File: src/rtl/cmd_pkt_pkg.sv
// Shared types and constants for the command packet assembler and cmd_cfg.
// Opcode and response values must match the ground-station encoding.
package cmd_pkt_pkg;

    typedef enum logic [1:0] {
        WAIT_CMD,
        WAIT_HI,
        WAIT_LO
    } rx_state_t;

    typedef enum logic {
        TX_IDLE,
        TX_BUSY
    } tx_state_t;

    localparam logic [7:0] SET_PTCH  = 8'h02;
    localparam logic [7:0] SET_ROLL  = 8'h03;
    localparam logic [7:0] SET_YAW   = 8'h04;
    localparam logic [7:0] SET_THRST = 8'h05;
    localparam logic [7:0] SET_CAL   = 8'h06;
    localparam logic [7:0] SET_EMGL  = 8'h07;
    localparam logic [7:0] SET_MOFF  = 8'h08;

    localparam logic [7:0] POS_ACK   = 8'hA5;

endpackage

File: src/rtl/cmd_pkt_assembler.sv
// Frames UART bytes into {opcode, data_hi, data_lo} commands for cmd_cfg and
// forwards cmd_cfg's single-byte responses to the UART transmitter.
module cmd_pkt_assembler
    import cmd_pkt_pkg::*;
#(
    parameter int TIMEOUT_CYCLES = 2_500_000,
    parameter int CNT_W          = 22
) (
    input  logic        clk,
    input  logic        rst,
    input  logic        rx_rdy,
    input  logic [7:0]  rx_data,
    output logic        clr_rx_rdy,
    output logic        cmd_rdy,
    output logic [7:0]  cmd,
    output logic [15:0] data,
    input  logic        clr_cmd_rdy,
    input  logic [7:0]  resp,
    input  logic        send_resp,
    output logic        resp_sent,
    output logic [7:0]  tx_data,
    output logic        trmt,
    input  logic        tx_done,
    output logic        frame_err
);

    rx_state_t        rx_state, rx_next;
    tx_state_t        tx_state, tx_next;

    logic [7:0]       op_shadow;
    logic [7:0]       hi_shadow;
    logic [CNT_W-1:0] timeout_cnt;

    logic             byte_accept;
    logic             timeout_hit;
    logic             load_op;
    logic             load_hi;
    logic             pkt_done;

    logic             pend_valid;
    logic [7:0]       pend_data;
    logic             tx_complete;
    logic             load_tx;
    logic [7:0]       tx_load_byte;
    logic             set_pend;
    logic             clr_pend;

    // While clr_rx_rdy is high the receiver has not yet dropped rx_rdy for the old byte.
    assign byte_accept = rx_rdy && !clr_rx_rdy;
    assign timeout_hit = (rx_state != WAIT_CMD) && !byte_accept &&
                         (timeout_cnt == CNT_W'(TIMEOUT_CYCLES - 1));

    always_comb begin
        rx_next = rx_state;
        load_op = 1'b0;
        load_hi = 1'b0;
        pkt_done = 1'b0;
        case (rx_state)
            WAIT_CMD: begin
                if (byte_accept) begin
                    load_op = 1'b1;
                    rx_next = WAIT_HI;
                end
            end
            WAIT_HI: begin
                if (byte_accept) begin
                    load_hi = 1'b1;
                    rx_next = WAIT_LO;
                end else if (timeout_hit) begin
                    rx_next = WAIT_CMD;
                end
            end
            WAIT_LO: begin
                if (byte_accept) begin
                    pkt_done = 1'b1;
                    rx_next  = WAIT_CMD;
                end else if (timeout_hit) begin
                    rx_next = WAIT_CMD;
                end
            end
            default: rx_next = WAIT_CMD;
        endcase
    end

    always_ff @(posedge clk or posedge rst) begin
        if (rst) begin
            rx_state    <= WAIT_CMD;
            op_shadow   <= '0;
            hi_shadow   <= '0;
            timeout_cnt <= '0;
            clr_rx_rdy  <= 1'b0;
            frame_err   <= 1'b0;
            cmd_rdy     <= 1'b0;
            cmd         <= '0;
            data        <= '0;
        end else begin
            rx_state   <= rx_next;
            clr_rx_rdy <= byte_accept;
            frame_err  <= timeout_hit;
            if (rx_state == WAIT_CMD || byte_accept || timeout_hit)
                timeout_cnt <= '0;
            else
                timeout_cnt <= timeout_cnt + CNT_W'(1);
            if (load_op)
                op_shadow <= rx_data;
            if (load_hi)
                hi_shadow <= rx_data;
            // A completing packet outranks a simultaneous acknowledge.
            if (pkt_done) begin
                cmd     <= op_shadow;
                data    <= {hi_shadow, rx_data};
                cmd_rdy <= 1'b1;
            end else if (clr_cmd_rdy || load_op) begin
                cmd_rdy <= 1'b0;
            end
        end
    end

    // tx_done is still high from the previous byte during the trmt cycle, so ignore it then.
    assign tx_complete = (tx_state == TX_BUSY) && !trmt && tx_done;

    always_comb begin
        tx_next      = tx_state;
        load_tx      = 1'b0;
        tx_load_byte = resp;
        set_pend     = 1'b0;
        clr_pend     = 1'b0;
        case (tx_state)
            TX_IDLE: begin
                if (send_resp) begin
                    load_tx = 1'b1;
                    tx_next = TX_BUSY;
                end
            end
            TX_BUSY: begin
                if (tx_complete) begin
                    if (send_resp) begin
                        load_tx  = 1'b1;
                        clr_pend = 1'b1;
                    end else if (pend_valid) begin
                        load_tx      = 1'b1;
                        tx_load_byte = pend_data;
                        clr_pend     = 1'b1;
                    end else begin
                        tx_next = TX_IDLE;
                    end
                end else if (send_resp) begin
                    set_pend = 1'b1;
                end
            end
            default: tx_next = TX_IDLE;
        endcase
    end

    always_ff @(posedge clk or posedge rst) begin
        if (rst) begin
            tx_state   <= TX_IDLE;
            tx_data    <= '0;
            trmt       <= 1'b0;
            resp_sent  <= 1'b0;
            pend_valid <= 1'b0;
            pend_data  <= '0;
        end else begin
            tx_state  <= tx_next;
            trmt      <= load_tx;
            resp_sent <= tx_complete;
            if (load_tx)
                tx_data <= tx_load_byte;
            if (clr_pend)
                pend_valid <= 1'b0;
            else if (set_pend)
                pend_valid <= 1'b1;
            if (set_pend)
                pend_data <= resp;
        end
    end

endmodule

File: config.mk
export PLATFORM = sky130hd
export DESIGN_NAME = cmd_pkt_assembler
export DESIGN_NICKNAME = d
export VERILOG_FILES = /design/src/rtl/cmd_pkt_pkg.sv /design/src/rtl/cmd_pkt_assembler.sv
export SDC_FILE = /design/constraint.sdc
export NUM_CORES = 1
export LEC_CHECK = 0
export ABC_AREA = 1
export BUFFER_PORTS_ARGS = -buffer_cell sky130_fd_sc_hd__buf_2
export CORE_MARGIN = 5
export CORE_UTILIZATION = 50
export CTS_BUF_LIST = sky130_fd_sc_hd__clkbuf_4 sky130_fd_sc_hd__clkbuf_8
export DETAILED_ROUTE_END_ITERATION = 16
export PLACE_DENSITY = 0.72
export SLEW_MARGIN = 40
export SYNTH_ARGS = -nofsm -noshare
export SYNTH_HDL_FRONTEND = slang
export SYNTH_SLANG_ARGS = --single-unit
File: constraint.sdc
create_clock -name clk -period 3.62 [get_ports clk]
set_input_delay 0 -clock clk [delete_from_list [all_inputs] [get_ports clk]]
set_output_delay 0 -clock clk [all_outputs]
set_load 0.1 [all_outputs]
==> summary.md <==
| Metric | Value |
|---|---|
| Outcome | `complete, no violations` |
| Max FO, Critical Path | `21` |
| Most repeated cell in the gate-level netlist after synthesis | `sky130_fd_sc_hd__nand2_1` |
| Vias per Instance | `4.804` |
| Sequential Area | `between 0.002 and 0.0025 sq mm` |
| # IOs | `59` |
| Die Span X | `slightly below 100 um` |
| Per-cell routed wire length | `~12 um` |
| WL final | `roughly 7600 um` |
| Total area of multi-input combinational cells | `approximately 0.0015 sq mm` |
| Number of flip-flops and latches in the synthesized netlist | `just under 90` |
| Part of the Yosys area used for sequential elements | `56.35%` |
| Post-synth EDFFs | `0` |
| Synth area leaders | `sky130_fd_sc_hd__dfrtp_1 56%, sky130_fd_sc_hd__nand2_1 11%, sky130_fd_sc_hd__o21ai_0 6.2%` |
| Antenna violations before repair | `0` |
| Count of final max-slew check failures | `0` |
| Setup repair after global routing missed its margin | `no` |
| Type of origin of the critical path | `flop` |
| Global placer's final weighted congestion | `between 0.8 and 0.9` |
| Number of distinct library cells after synthesis | `27` |
| Yosys warns | `0` |
| Arr. time, crit path | `1.95 ns` |
| Area after detailed placement | `between 0.004 and 0.005 sq mm` |
| Post-synth top area cell | `sky130_fd_sc_hd__dfrtp_1` |
| DRC violation total after the first TritonRoute iteration | `roughly 180` |
| DRC violations left | `0` |
| Setup TNS after final layout | `0 ns` |
| Kind of critical path | `flop to flop` |
| Leak | `0.002285 uW` |
| Clock buffer count from CTS | `9` |
| Num Clock Sinks | `87` |
| H-tree levels | `3` |
| DRT antenna net count | `0` |
| Startpoint of the lowest-slack register-to-register path | `timeout_cnt[0]$_DFF_PP0_` |
| Ratio of total power to cell area | `872.7 mW/mm^2` |
| Top post-synthesis cells by count | `110 x sky130_fd_sc_hd__nand2_1, 87 x sky130_fd_sc_hd__dfrtp_1, 56 x sky130_fd_sc_hd__nor2_1, 48 x sky130_fd_sc_hd__o21ai_0, 41 x sky130_fd_sc_hd__inv_1` |
| Fraction of synthesis flops using an asynchronous set or reset pin | `between 90% and 100%` |
| Clock Skews | `~0.008 ns` |
| Fin crit share | `between 40% and 50%` |
| Reg2reg end | `timeout_cnt[11]$_DFF_PP0_` |
| Slack of the worst reg-to-reg path | `1.90 ns` |
| Maximum single-stage delay on the critical path | `between 0.4 and 0.5 ns` |
| CP delay by family, top | `simple AND/OR/NAND/NOR gates` |
| Required time at the worst-slack endpoint | `approximately 3.9 ns` |
| Length of the first detailed-routing pass in iterations | `4` |
| Estimated wirelength of the detail-placed design | `between 5000 and 6000 um` |
| Final hold vios | `0` |
| Final critical-path required period | `approximately 1.7 ns` |
| Max Root-Sink Buffers | `2` |
| Global-route wire length before repair | `approximately 13000 um` |
| Area inside the core boundary | `~0.0076 sq mm` |
| Timing-limited maximum frequency | `between 500 and 600 MHz` |
| Total of buffers placed on input and output ports | `58` |
| Count of max-cap constraint violations | `0` |
| Clock tree from TritonCTS | `done` |
| Net count after synthesis | `approximately 450` |
| Dominant register cell in the synthesized netlist | `sky130_fd_sc_hd__dfrtp_1` |
| Cell chosen for the clock root | `sky130_fd_sc_hd__clkbuf_8` |
| Overall via count from detail_route | `2959` |
| Avg Synthesized Cell Area | `between 9 and 10 sq um` |
| Vias in the first global route | `around 2900` |
| IR Drop Worst-Case VDD | `just over 0.7 mV` |
| Path category of the worst min-delay check | `input pin to asynchronous set/reset pin` |
| Utilization after layout | `approximately three fifths` |
| Largest net degree at the start of global routing | `60` |
| Buf/Inv on CP | `0` |
| Worst Hold Margin | `approximately 0.25 ns` |
| Area of the die | `between 0.009 and 0.01 sq mm` |
| Depth of the worst register-to-register path | `6` |
| Cell area after synthesis | `about 0.0039 sq mm` |
| Total inserted antenna cells | `0` |
| Tot GR Track Use | `~17%` |
| Final setup violation count | `0` |
| Die boundary height | `97.91 um` |
| Worst slew margin relative to its limit | `63.88%` |
| Critical path cell sequence | `ha_1 > nand3_1 > nor2_1 > nand3_1 > nand2_2 > nor2_1` |
| Overflow left after global routing | `0` |
| Area growth from synthesis to final layout | `19.53%` |
| Row count | `32` |
| Clock slew at the register clock pins of the worst setup and hold paths | `~0.09 ns` |
| Clock network latency to the later pin of the worst-skew pair | `~0.35 ns` |
| Cell count after synthesis | `around 430` |
| Share of layout cells above drive strength 1 | `21.40%` |
| Share of Yosys cell area claimed by the top area cell type | `56.35%` |
| Cell area after layout | `between 0.004 and 0.005 sq mm` |
| Critical path capture point type | `flop` |
| Number of nets at the end of the flow | `532` |
| Post-cts resize count | `0` |
| Transition at the pin with the smallest max-transition slack | `~0.54 ns` |
| Count of filler cells inserted in the layout | `around 670` |
| Starting density of the core | `50.79%` |
| Cell with the biggest individual delay on the critical path | `sky130_fd_sc_hd__dfrtp_1` |
kinds of logic (layout without fill, tap and decap cells):
kind of cell | after synthesis | count (layout) | synth area share [%]
AND/OR/NAND/NOR | 207 | 207 | 23.15
flip-flops | 87 | 87 | 56.35
buffers and inverters | 53 | 139 | 5.926
AO/OA/AOI/OAI | 52 | 52 | 6.865
multiplexers | 16 | 16 | 4.663
XOR/XNOR | 12 | 12 | 2.720
adder cells (fa/ha/maj) | 1 | 1 | 0.3238
per-stage QoR:
stage / std cells / power, uW / setup slack, ns
2_1_floorplan: 428 / 3108 / 1.370
3_3_place_gp: 579 / 3370 / 1.997
3_5_place_dp: 579 / 3409 / 1.924
4_1_cts: 616 / 4061 / 1.882
5_1_grt: 616 / 4228 / 1.700
6_report: 616 / 4030 / 1.903
power breakdown:
| group | internal, uW | total, uW | switching, uW |
|---|---|---|---|
| clock | 259 | 629 | 370 |
| sequential | 1280 | 1460 | 176 |
| combinational | 328 | 1950 | 1620 |
area by class of cell:
class / count / area share [%]
inverter: 43 / 3.603
timing repair buffer: 80 / 11.00
sequential: 87 / 47.14
tap: 102 / 2.763
clock inverter: 7 / 1.246
clock buffer: 9 / 2.682
multi-input combinational: 288 / 31.56
flip-flops by register name, indices dropped and copies added, names as in the netlist:
name         cells
timeout_cnt     22
data            16
cmd              8
hi_shadow        8
op_shadow        8
pend_data        8
tx_data          8
rx_state         2
clr_rx_rdy       1
cmd_rdy          1
frame_err        1
pend_valid       1
resp_sent        1
trmt             1
tx_state         1
worst max-delay path by stage:
| stage | startpoint | end | slack (ns) | cells past startpoint |
|---|---|---|---|---|
| 2_1_floorplan | rst | clr_rx_rdy$_DFF_PP0_ | 1.37 | 1 |
| 3_3_place_gp | timeout_cnt[0]$_DFF_PP0_ | timeout_cnt[11]$_DFF_PP0_ | 2.00 | 6 |
| 3_5_place_dp | timeout_cnt[0]$_DFF_PP0_ | timeout_cnt[9]$_DFF_PP0_ | 1.92 | 6 |
| 4_1_cts | timeout_cnt[0]$_DFF_PP0_ | timeout_cnt[18]$_DFF_PP0_ | 1.88 | 6 |
| 5_1_grt | timeout_cnt[0]$_DFF_PP0_ | timeout_cnt[17]$_DFF_PP0_ | 1.70 | 6 |
| 6_report | timeout_cnt[0]$_DFF_PP0_ | timeout_cnt[11]$_DFF_PP0_ | 1.90 | 6 |
layout by cell type (no fill, tap or decap):
cell                              n
sky130_fd_sc_hd__nand2_1        110
sky130_fd_sc_hd__dfrtp_1         87
sky130_fd_sc_hd__buf_2           58
sky130_fd_sc_hd__nor2_1          56
sky130_fd_sc_hd__o21ai_0         48
sky130_fd_sc_hd__inv_1           40
sky130_fd_sc_hd__dlygate4sd3_1   21
sky130_fd_sc_hd__nand3_1         18
sky130_fd_sc_hd__mux2_2          16
sky130_fd_sc_hd__xor2_1          10
sky130_fd_sc_hd__clkbuf_8         9
sky130_fd_sc_hd__nand2_2          6
sky130_fd_sc_hd__nor3_1           4
sky130_fd_sc_hd__nor2_2           4
sky130_fd_sc_hd__clkinv_4         3
sky130_fd_sc_hd__nor2_4           2
sky130_fd_sc_hd__o21ai_1          2
sky130_fd_sc_hd__inv_2            2
sky130_fd_sc_hd__o21bai_1         2
sky130_fd_sc_hd__nand4_1          2
sky130_fd_sc_hd__xnor2_1          2
sky130_fd_sc_hd__clkinv_2         2
sky130_fd_sc_hd__inv_8            2
sky130_fd_sc_hd__nor2_8           1
sky130_fd_sc_hd__nand3_2          1
sky130_fd_sc_hd__or3b_2           1
sky130_fd_sc_hd__nand3_4          1
sky130_fd_sc_hd__nand3b_1         1
sky130_fd_sc_hd__ha_1             1
sky130_fd_sc_hd__clkinvlp_4       1
sky130_fd_sc_hd__buf_4            1
metal layers:
metal  GRT usage [%]  vias up  share of wire, %
li1                -     1514                 -
met1           22.93     1365                46
met2           26.70       69                48
met3           3.571       11               4.3
met4           6.177        0               1.3
met5               0        -                 0
timing repair:
action | CTS | global route
buffers inserted | 0 | 0
hold endpoints to repair | 97 | 0
hold buffers | 21 | 0
worst reg2reg max path, stage by stage, from the launching register on:
cell	delay [ns]
sky130_fd_sc_hd__dfrtp_1	0.43
sky130_fd_sc_hd__ha_1	0.26
sky130_fd_sc_hd__nand3_1	0.16
sky130_fd_sc_hd__nor2_1	0.13
sky130_fd_sc_hd__nand3_1	0.16
sky130_fd_sc_hd__nand2_2	0.35
sky130_fd_sc_hd__nor2_1	0.11
Note: power is estimated with default switching activity, not from simulation.
